[config.mk]
export PLATFORM = sky130hd
export DESIGN_NAME = cart_mem_bridge
export DESIGN_NICKNAME = d
export VERILOG_FILES = /design/src/rtl/cart_pkg.sv /design/src/rtl/cart_mem_rcache.sv /design/src/rtl/cart_mem_bridge.sv
export SDC_FILE = /design/constraint.sdc
export NUM_CORES = 1
export LEC_CHECK = 0
export BUFFER_PORTS_ARGS = -buffer_cell sky130_fd_sc_hd__buf_2
export CAP_MARGIN = 30
export CORE_MARGIN = 1.5
export CORE_UTILIZATION = 48
export DETAILED_ROUTE_END_ITERATION = 8
export PLACE_DENSITY_LB_ADDON = 0.2
export SYNTH_ARGS = -nofsm -noshare
export SYNTH_HDL_FRONTEND = slang
export SYNTH_SLANG_ARGS = --single-unit
[constraint.sdc]
create_clock -name clk -period 2.46 [get_ports clk]
set_clock_uncertainty 0.15 [all_clocks]
set_input_delay 0.369 -clock clk [delete_from_list [all_inputs] [get_ports clk]]
set_output_delay 0.369 -clock clk [all_outputs]
set_load 0.02 [all_outputs]
[src/rtl/cart_pkg.sv]
// Shared types and constants for the cartridge memory bridge.
package cart_pkg;

    typedef enum logic [1:0] {
        IDLE    = 2'd0,
        WR_WAIT = 2'd1,
        RD_WAIT = 2'd2
    } state_t;

    localparam int unsigned DEF_AW    = 25;
    localparam logic [7:0]  IDLE_BYTE = 8'hFF;

endpackage

[src/rtl/cart_mem_rcache.sv]
// One-entry read cache: tag/valid/data with lookup, fill and invalidate.
module cart_mem_rcache
    import cart_pkg::*;
#(
    parameter int unsigned AW       = DEF_AW,
    parameter bit          CACHE_EN = 1'b1
) (
    input  logic          i_clk,
    input  logic          i_reset_n,
    input  logic [AW-1:0] i_lookup_addr,
    output logic          o_hit,
    output logic [7:0]    o_data,
    input  logic          i_fill,
    input  logic [AW-1:0] i_fill_addr,
    input  logic [7:0]    i_fill_data,
    input  logic          i_inv,
    input  logic [AW-1:0] i_inv_addr,
    input  logic          i_inv_all
);

    logic          r_valid;
    logic [AW-1:0] r_tag;
    logic [7:0]    r_data;

    always_ff @(posedge i_clk) begin
        if (!i_reset_n) begin
            r_valid <= 1'b0;
            r_tag   <= '0;
            r_data  <= IDLE_BYTE;
        end else if (i_fill) begin
            r_valid <= CACHE_EN;
            r_tag   <= i_fill_addr;
            r_data  <= i_fill_data;
        end else if (i_inv_all || (i_inv && (r_tag == i_inv_addr))) begin
            r_valid <= 1'b0;
        end
    end

    assign o_hit  = CACHE_EN && r_valid && (r_tag == i_lookup_addr);
    assign o_data = r_data;

endmodule

[src/rtl/cart_mem_bridge.sv]
// Bridges cart_rom's ram_* port to the req/ack cartridge memory controller,
// with a one-entry read cache and a one-deep write buffer.
module cart_mem_bridge
    import cart_pkg::*;
#(
    parameter int unsigned AW       = DEF_AW,
    parameter int unsigned TIMEOUT  = 255,
    parameter bit          CACHE_EN = 1'b1
) (
    input  logic          clk,
    input  logic          reset_n,
    input  logic [AW-1:0] cpu_addr,
    input  logic          cpu_rd,
    input  logic          cpu_we,
    input  logic [7:0]    cpu_din,
    output logic [7:0]    cpu_dout,
    output logic          cpu_ready,
    output logic          mem_req,
    output logic          mem_we,
    output logic [AW-1:0] mem_addr,
    output logic [7:0]    mem_din,
    input  logic          mem_ack,
    input  logic [7:0]    mem_dout,
    output logic          timeout_err
);

    localparam int unsigned     CW   = (TIMEOUT < 2) ? 1 : $clog2(TIMEOUT);
    localparam logic [CW-1:0]   LAST = CW'((TIMEOUT == 0) ? 0 : TIMEOUT - 1);

    state_t        r_state, w_next_state;
    logic          r_mem_req, r_mem_we, r_timeout_err, r_wb_full;
    logic [AW-1:0] r_mem_addr, r_wb_addr;
    logic [7:0]    r_mem_din, r_cpu_dout, r_wb_din;
    logic [CW-1:0] r_cnt;

    logic          w_hit, w_tmo;
    logic [7:0]    w_cache_data;
    logic          w_issue_wr, w_issue_rd, w_wb_drain, w_wb_capture;
    logic          w_finish, w_abort, w_hit_load;
    logic [AW-1:0] w_wr_addr;
    logic [7:0]    w_wr_din;

    assign w_wr_addr = r_wb_full ? r_wb_addr : cpu_addr;
    assign w_wr_din  = r_wb_full ? r_wb_din  : cpu_din;
    assign w_tmo     = (TIMEOUT != 0) && (r_cnt == LAST);

    always_comb begin
        w_next_state = r_state;
        w_issue_wr   = 1'b0;
        w_issue_rd   = 1'b0;
        w_wb_drain   = 1'b0;
        w_wb_capture = 1'b0;
        w_finish     = 1'b0;
        w_abort      = 1'b0;
        w_hit_load   = 1'b0;
        case (r_state)
            IDLE: begin
                if (r_wb_full) begin
                    // a write arriving while the buffer drains takes its place
                    w_issue_wr   = 1'b1;
                    w_wb_drain   = 1'b1;
                    w_wb_capture = cpu_we;
                    w_next_state = WR_WAIT;
                end else if (cpu_we) begin
                    w_issue_wr   = 1'b1;
                    w_next_state = WR_WAIT;
                end else if (cpu_rd && !w_hit) begin
                    w_issue_rd   = 1'b1;
                    w_next_state = RD_WAIT;
                end else if (cpu_rd) begin
                    w_hit_load   = 1'b1;
                end
            end
            WR_WAIT, RD_WAIT: begin
                w_wb_capture = cpu_we;
                if (mem_ack) begin
                    w_finish     = 1'b1;
                    w_next_state = IDLE;
                end else if (w_tmo) begin
                    w_abort      = 1'b1;
                    w_next_state = IDLE;
                end
            end
            default: w_next_state = IDLE;
        endcase
    end

    always_ff @(posedge clk) begin
        if (!reset_n) begin
            r_state       <= IDLE;
            r_mem_req     <= 1'b0;
            r_mem_we      <= 1'b0;
            r_mem_addr    <= '0;
            r_mem_din     <= '0;
            r_cpu_dout    <= IDLE_BYTE;
            r_wb_full     <= 1'b0;
            r_wb_addr     <= '0;
            r_wb_din      <= '0;
            r_cnt         <= '0;
            r_timeout_err <= 1'b0;
        end else begin
            r_state <= w_next_state;
            if (w_issue_wr) begin
                r_mem_req  <= 1'b1;
                r_mem_we   <= 1'b1;
                r_mem_addr <= w_wr_addr;
                r_mem_din  <= w_wr_din;
                r_cnt      <= '0;
            end else if (w_issue_rd) begin
                r_mem_req  <= 1'b1;
                r_mem_we   <= 1'b0;
                r_mem_addr <= cpu_addr;
                r_cnt      <= '0;
            end else if (w_finish || w_abort) begin
                r_mem_req  <= 1'b0;
            end else if (r_state != IDLE) begin
                r_cnt      <= r_cnt + 1'b1;
            end

            if (w_finish && (r_state == RD_WAIT))
                r_cpu_dout <= mem_dout;
            else if (w_abort && (r_state == RD_WAIT))
                r_cpu_dout <= IDLE_BYTE;
            else if (w_hit_load)
                r_cpu_dout <= w_cache_data;

            if (w_abort)
                r_timeout_err <= 1'b1;

            if (w_wb_capture) begin
                r_wb_full <= 1'b1;
                r_wb_addr <= cpu_addr;
                r_wb_din  <= cpu_din;
            end else if (w_wb_drain) begin
                r_wb_full <= 1'b0;
            end
        end
    end

    // invalidation at issue also covers writes that later time out
    cart_mem_rcache #(
        .AW       (AW),
        .CACHE_EN (CACHE_EN)
    ) u_rcache (
        .i_clk         (clk),
        .i_reset_n     (reset_n),
        .i_lookup_addr (cpu_addr),
        .o_hit         (w_hit),
        .o_data        (w_cache_data),
        .i_fill        (w_finish && (r_state == RD_WAIT)),
        .i_fill_addr   (r_mem_addr),
        .i_fill_data   (mem_dout),
        .i_inv         (w_issue_wr),
        .i_inv_addr    (w_wr_addr),
        .i_inv_all     (w_abort && (r_state == RD_WAIT))
    );

    assign cpu_ready   = reset_n && (r_state == IDLE) && !r_wb_full && !cpu_we
                         && (!cpu_rd || w_hit);
    assign cpu_dout    = r_cpu_dout;
    assign mem_req     = r_mem_req;
    assign mem_we      = r_mem_we;
    assign mem_addr    = r_mem_addr;
    assign mem_din     = r_mem_din;
    assign timeout_err = r_timeout_err;

endmodule

# Word level (Yosys, flattened, before mapping)
# Index checks and enable logic that the tools add are counted.
# word_totals
ff_bits	122
input_bits	46
output_inout_bits	45
elab_cells	94
# classes
add_sub_neg	1
n_eq_ne	7
n_mux	43
n_bitwise	2
reduce_logical	27
# ops
op	n
2-to-1 mux 25 bit	3
equality test 25 bit	2
2-to-1 mux 8 bit	4
2-to-1 mux 1 bit	29
2-to-1 mux 2 bit	5
logical AND 1 bit	9
adder 8 x 1 -> 8 bit (second input constant)	1
equality test 8 bit (second input constant)	1
nonzero test 2 bit	4
nonzero test 3 bit	2
zero test 1 bit	4
inequality test 4 bit (second input constant)	1
one-hot mux 2 bit (2 select lines)	1
AND reduction 2 bit	2
logical OR 1 bit	3
inequality test 3 bit (second input constant)	1
OR reduction 3 bit	1
equality test 2 x 1 -> 1 bit (second input constant)	1
equality test 2 bit (second input constant)	1
zero test 2 bit	1
inverter 1 bit	2
one-hot mux 1 bit (2 select lines)	1
OR reduction 2 bit	1

# Longest topological paths before layout
# logic_depth
word_depth	11
mapped_depth	10
depth_no_buf	7

# By module
# From an unflattened synthesis, not the netlist that was laid out.
# hier_totals
hier_cells	631
area_unflattened_um2	5879.4
# modules_own_cells
mod	instances	cells_per_inst	area_per_inst_um2	seq_area_each_um2
cart_mem_bridge	1	453	4080.2	1761.7
cart_mem_rcache	1	178	1799.2	680.7

# Worst setup path after synthesis
# No wires, ideal clock.
# synth_path
kind	input to output
from	input cpu_addr[23]
to	output cpu_ready
arrival_ns	1.748
required_time_ns	1.941
slack_ns	0.193
stages	6
path_buffers	1
path_cell_list	xnor2_1 > nand4_1 > or4_4 > buf_6 > o21ai_0 > and3_1
# synth_between
elab_chain_len	4
# synth_rtl
item	line	text
from (decl)	cart_mem_bridge.sv:12	input logic [AW-1:0] cpu_addr,
equality test 25 bit	cart_mem_rcache.sv:39	assign o_hit = CACHE_EN && r_valid && (r_tag == i_lookup_addr);
logical AND 1 bit	cart_mem_rcache.sv:39	
logical OR 1 bit	cart_mem_bridge.sv:159	&& (!cpu_rd || w_hit);
logical AND 1 bit	cart_mem_bridge.sv:159	
to (decl)	cart_mem_bridge.sv:17	output logic cpu_ready,
# Every way passes these cells.

# Final worst setup path
# layout_path
from	register u_rcache.r_tag[24]
to	output cpu_ready
# layout_between
elab_chain_len	4
# layout_rtl
item	line	text
from (decl)	cart_mem_rcache.sv:22	logic [AW-1:0] r_tag;
from (signal assigned)	cart_mem_rcache.sv:32	r_tag <= i_fill_addr;
equality test 25 bit	cart_mem_rcache.sv:39	
logical AND 1 bit	cart_mem_rcache.sv:39	
logical OR 1 bit	cart_mem_bridge.sv:159	
logical AND 1 bit	cart_mem_bridge.sv:159	
# Every way passes these cells.

==> impl.org <==
** Global routing
- The initial antenna violation count came to 0.
- First-pass GRT wire length :: 29400 um
- Global routing consumed, over all layers together, 28.5% of the routing resources.
- The number of global-route vias before repair is 5669.
- Entering global routing, the biggest net connects 37 pins.
- Summed over all layers, the global routing overflow is 0.

** Pwr
- PD cells :: 835 mW/mm^2
- Overall power consumption after layout is estimated at 0.00659 W.
- Lkg Pwr :: 3.18 nW
- IR drop worst, VDD :: 0.444 mV

** Routing
- Iteration-0 DRC Markers :: 378
- In this run the remaining antenna-violating nets after routing total 0.
- Dividing the detail-routed wire length by the instance count gives 17.7 um.
- The routed layout has 6054 vias.
- Count of unresolved DRC violations after routing :: 0
- Mean number of vias per cell :: 5.68
- Number of detailed-routing iterations run before antenna repair :: 5
- Wires add up to 18900 um.

** Critical path
- The largest single stage delay on the critical path is 0.56 ns.
- Along the worst path, the maximum fanout reaches 2.
- The worst setup path is captured at an output pin.
- For the worst setup path, the data required time is 1.94 ns.
- Worst R2R Setup Slack :: 0.10 ns
- The worst setup path is launched from a register.
- On the critical path, the stage with the largest delay is an instance of sky130_fd_sc_hd__or4_4.
- R2R cell count :: 8
- Reg2reg end :: r_cnt[0]
- The critical path goes through xnor2_2, nand4_1, or4_4, o21ai_4, and3_4, buf_6.
- The number of buffers and inverters on the critical path is 1.
- Data arrival time of the worst path :: 2.10 ns
- CP Class :: reg2out
- Critical register-to-register path startpoint :: u_rcache.r_tag[24]
- CP delay by family, top :: simple AND/OR/NAND/NOR gates

** Worst hold path
- The min-delay analysis places its worst path in the category in2reg.
- The worst hold path begins at mem_dout[1].
- Counting instances, the worst hold path has a depth of 3.
- The path with the worst hold slack has its endpoint at u_rcache.o_data[1].

** Timing
- For the finished layout, the period the worst path requires is 2.62 ns.
- After layout, the worst setup slack is -0.155 ns.
- Worst-case headroom to the max-slew limit :: 56.7%
- Share of the clock period used by the worst path :: 106%
- RSZ-0062 raised after global routing :: yes
- Max Slew Vio Count :: 0
- Based on the critical path, the design can be clocked at up to 0.382 GHz.
- Tightest Pin Transition :: 0.648 ns
- Number of hold violations in the final report :: 0
- Worst hold slack across all endpoints :: 0.0351 ns
- Setup Viol. Count Final :: 1

** Synthesis
- Ranked by total cell area, the synthesized netlist is headed by sky130_fd_sc_hd__dfxtp_1 (40%), sky130_fd_sc_hd__nand2_1 (10%), sky130_fd_sc_hd__mux2i_1 (6.7%), sky130_fd_sc_hd__a21oi_1 (6.1%), sky130_fd_sc_hd__xor2_1 (4.6%).
- Averaged over all synthesized cells, the footprint is 7.96 um^2.
- Number of distinct library cells after synthesis :: 46
- Area share of the largest cell type after synthesis :: 39.7%
- Post-synthesis sequential element count :: 122
- The Yosys step of the flow raised 0 warnings.
- Number of nets in the synthesized netlist :: 824
- Summing the sequential cell areas from Yosys gives 39.7% of the chip area.
- For this run, the leading register cell type out of synthesis is sky130_fd_sc_hd__dfxtp_1.
- Async SR Flop Fraction :: 0%
- Synthesis produced a netlist whose cell count is 773.
- Number of flops mapped to enable cells by yosys :: 0
- List of most frequent post-synthesis cells :: sky130_fd_sc_hd__nand2_1 (170), sky130_fd_sc_hd__dfxtp_1 (122), sky130_fd_sc_hd__a21oi_1 (75), sky130_fd_sc_hd__clkbuf_1 (42), sky130_fd_sc_hd__nor2_1 (42)
- Among all cell types in the netlist, the one instantiated most often is sky130_fd_sc_hd__nand2_1.
- Synth Cell Area :: 0.00616 mm^2
- Of all cell types, the one taking the most synthesized area is sky130_fd_sc_hd__dfxtp_1.

** Flow run
- Maximum capacitance violations :: 0

** Layout
- At the end of the flow the core is filled with cells to 62.8%.
- Synthesis-to-layout area growth :: 28.2%
- 0 antenna diodes ended up in the layout.
- Post-layout net count :: 932
- Area of all placed cells without fillers :: 0.00789 mm^2
- Fraction of final layout cells sized beyond drive strength 1 :: 24.4%

** CTS
- The number of clock buffers added by TritonCTS is 17.
- Latest clock arrival within the worst-skew pair :: 0.43 ns
- Clock input transition at the sequential cells of the worst setup and hold paths :: 0.05 ns
- TritonCTS clock tree :: built
- Clk sinks :: 122
- Maximum buffer depth of the clock tree :: 2
- CTS root buf :: sky130_fd_sc_hd__clkbuf_16
- Number of levels in the clock H-tree :: 4

** Floorplan
- The floorplan has 41 rows.
- The die is 116 um tall.
- The total area inside the core boundary comes to 0.0126 mm^2.
- The floorplan step defined a die boundary enclosing 0.0135 mm^2.
- Starting density of the core :: 49.0%
- Measured along the x axis, the die boundary spans 116 um.
- Pin placement for this block handled 91 I/O pins.

** Placement
- At the end of routability-driven placement, the weighted congestion stood at 0.923.
- Input/output buffers :: 90
- Timing analysis after detailed placement gives a worst setup slack of -0.180 ns.
- Placed wire-length estimate :: 12500 um
- Placed Instance Area :: 0.00706 mm^2

** Status
- The checks that failed: setup timing.
- Outcome :: complete, but fails checks
-- how the worst max path moves through the flow --
stage                            start         to  cells after the start
floorplan                 cpu_addr[23]  cpu_ready                      6
global placement           cpu_addr[4]  cpu_ready                      8
detailed placement        cpu_addr[19]  cpu_ready                      8
CTS                  u_rcache.r_tag[9]  cpu_ready                      6
global route        u_rcache.r_tag[19]  cpu_ready                      7
finish              u_rcache.r_tag[24]  cpu_ready                      6
-- cell usage in the layout, fill, tap and decap left out, types with 2 or more instances in the layout --
master and instances:
sky130_fd_sc_hd__nor4_2 3, sky130_fd_sc_hd__xnor2_2 10, sky130_fd_sc_hd__clkbuf_16 17, sky130_fd_sc_hd__xnor2_1 14, sky130_fd_sc_hd__nand2_1 170, sky130_fd_sc_hd__o311ai_0 20, sky130_fd_sc_hd__nor3_1 9, sky130_fd_sc_hd__dfxtp_2 15
sky130_fd_sc_hd__dfxtp_1 107, sky130_fd_sc_hd__nor3_2 2, sky130_fd_sc_hd__nand2b_1 17, sky130_fd_sc_hd__buf_4 49, sky130_fd_sc_hd__buf_12 5, sky130_fd_sc_hd__inv_1 5, sky130_fd_sc_hd__nor2_1 42, sky130_fd_sc_hd__a211oi_1 11
sky130_fd_sc_hd__o2bb2ai_1 12, sky130_fd_sc_hd__a21oi_1 75, sky130_fd_sc_hd__nor2b_1 2, sky130_fd_sc_hd__nand3_1 37, sky130_fd_sc_hd__o311ai_1 3, sky130_fd_sc_hd__buf_2 89, sky130_fd_sc_hd__o21ai_4 2, sky130_fd_sc_hd__buf_6 3
sky130_fd_sc_hd__and2_1 4, sky130_fd_sc_hd__bufinv_16 4, sky130_fd_sc_hd__o22ai_1 2, sky130_fd_sc_hd__o21ai_1 9, sky130_fd_sc_hd__nand4_1 10, sky130_fd_sc_hd__o211a_1 2, sky130_fd_sc_hd__clkbuf_8 6, sky130_fd_sc_hd__o31a_1 3
sky130_fd_sc_hd__ha_1 5, sky130_fd_sc_hd__o21a_1 3, sky130_fd_sc_hd__clkinv_2 3, sky130_fd_sc_hd__xor2_1 32, sky130_fd_sc_hd__o21ai_0 26, sky130_fd_sc_hd__mux2i_1 41
-- per-stage QoR --
stage | setup TNS (ns) | instances
CTS | -0.152 | 1065
finish | -0.155 | 1065
global placement | -0.687 | 1031
floorplan | 0 | 773
detailed placement | -1.48 | 1031
global route | -0.230 | 1065
-- state kept, by name (all words and copies together) (netlist names) --
register,cells
u_rcache.o_data,8
mem_req,1
mem_din,8
u_rcache.r_valid,1
u_rcache.r_tag,25
r_wb_full,1
r_state,2
mem_we,1
mem_addr,25
r_cnt,8
cpu_dout,8
r_wb_din,8
r_wb_addr,25
timeout_err,1
-- worst reg2reg max path, cell delays in order, from the launching register on --
cell and delay [ns]:
sky130_fd_sc_hd__dfxtp_2 0.34, sky130_fd_sc_hd__xnor2_2 0.18, sky130_fd_sc_hd__nand4_1 0.13, sky130_fd_sc_hd__or4_4 0.56, sky130_fd_sc_hd__buf_4 0.16, sky130_fd_sc_hd__buf_4 0.19, sky130_fd_sc_hd__o21a_4 0.23, sky130_fd_sc_hd__buf_6 0.17
sky130_fd_sc_hd__nor3_1 0.19
-- layout make-up --
| type | count | area (um^2) |
|---|---|---|
| fill | 1083 | 4680 |
| multi-input combinational | 588 | 3600 |
| sequential | 122 | 2460 |
| timing repair buffer | 146 | 947 |
| clock buffer | 24 | 512 |
| tap | 172 | 215 |
| clock inverter | 7 | 135 |
| inverter | 6 | 22.5 |
-- cells by family (layout without fill, tap and decap cells) --
family | count (synthesis) | in the layout | synth area share, %
AOI/OAI and AO/OA | 179 | 179 | 18.2
xor gates and xnor gates | 56 | 56 | 7.97
adders and majority gates | 5 | 5 | 1.02
buffers and inverters | 63 | 183 | 4.21
DFF | 122 | 122 | 39.7
muxes | 42 | 42 | 6.85
and+or+nand+nor | 306 | 306 | 22.1
-- report_power, final --
part	internal, W	total [W]	switching (W)
sequential	0.00217	0.00232	0.000147
clock	0.00185	0.00272	0.000879
combinational	0.000588	0.00155	0.000963
-- what timing repair did --
item	4_1_cts	5_1_grt
pin swaps	8	3
endpoints found under the setup margin	1	20
resized for setup	27	16
hold buffers	0	0
setup buffers	3	0
-- routing by layer --
layer	wire (um)	track usage, %	part of all wire (%)	vias to the layer above
met3	1190	6.33	6.3	35
met5	0	0	0	-
met2	9060	45.9	48	219
met4	377	13.1	2.0	0
met1	8230	36.7	44	2894
li1	-	-	-	2906
Note: power is estimated with default switching activity, not from simulation.
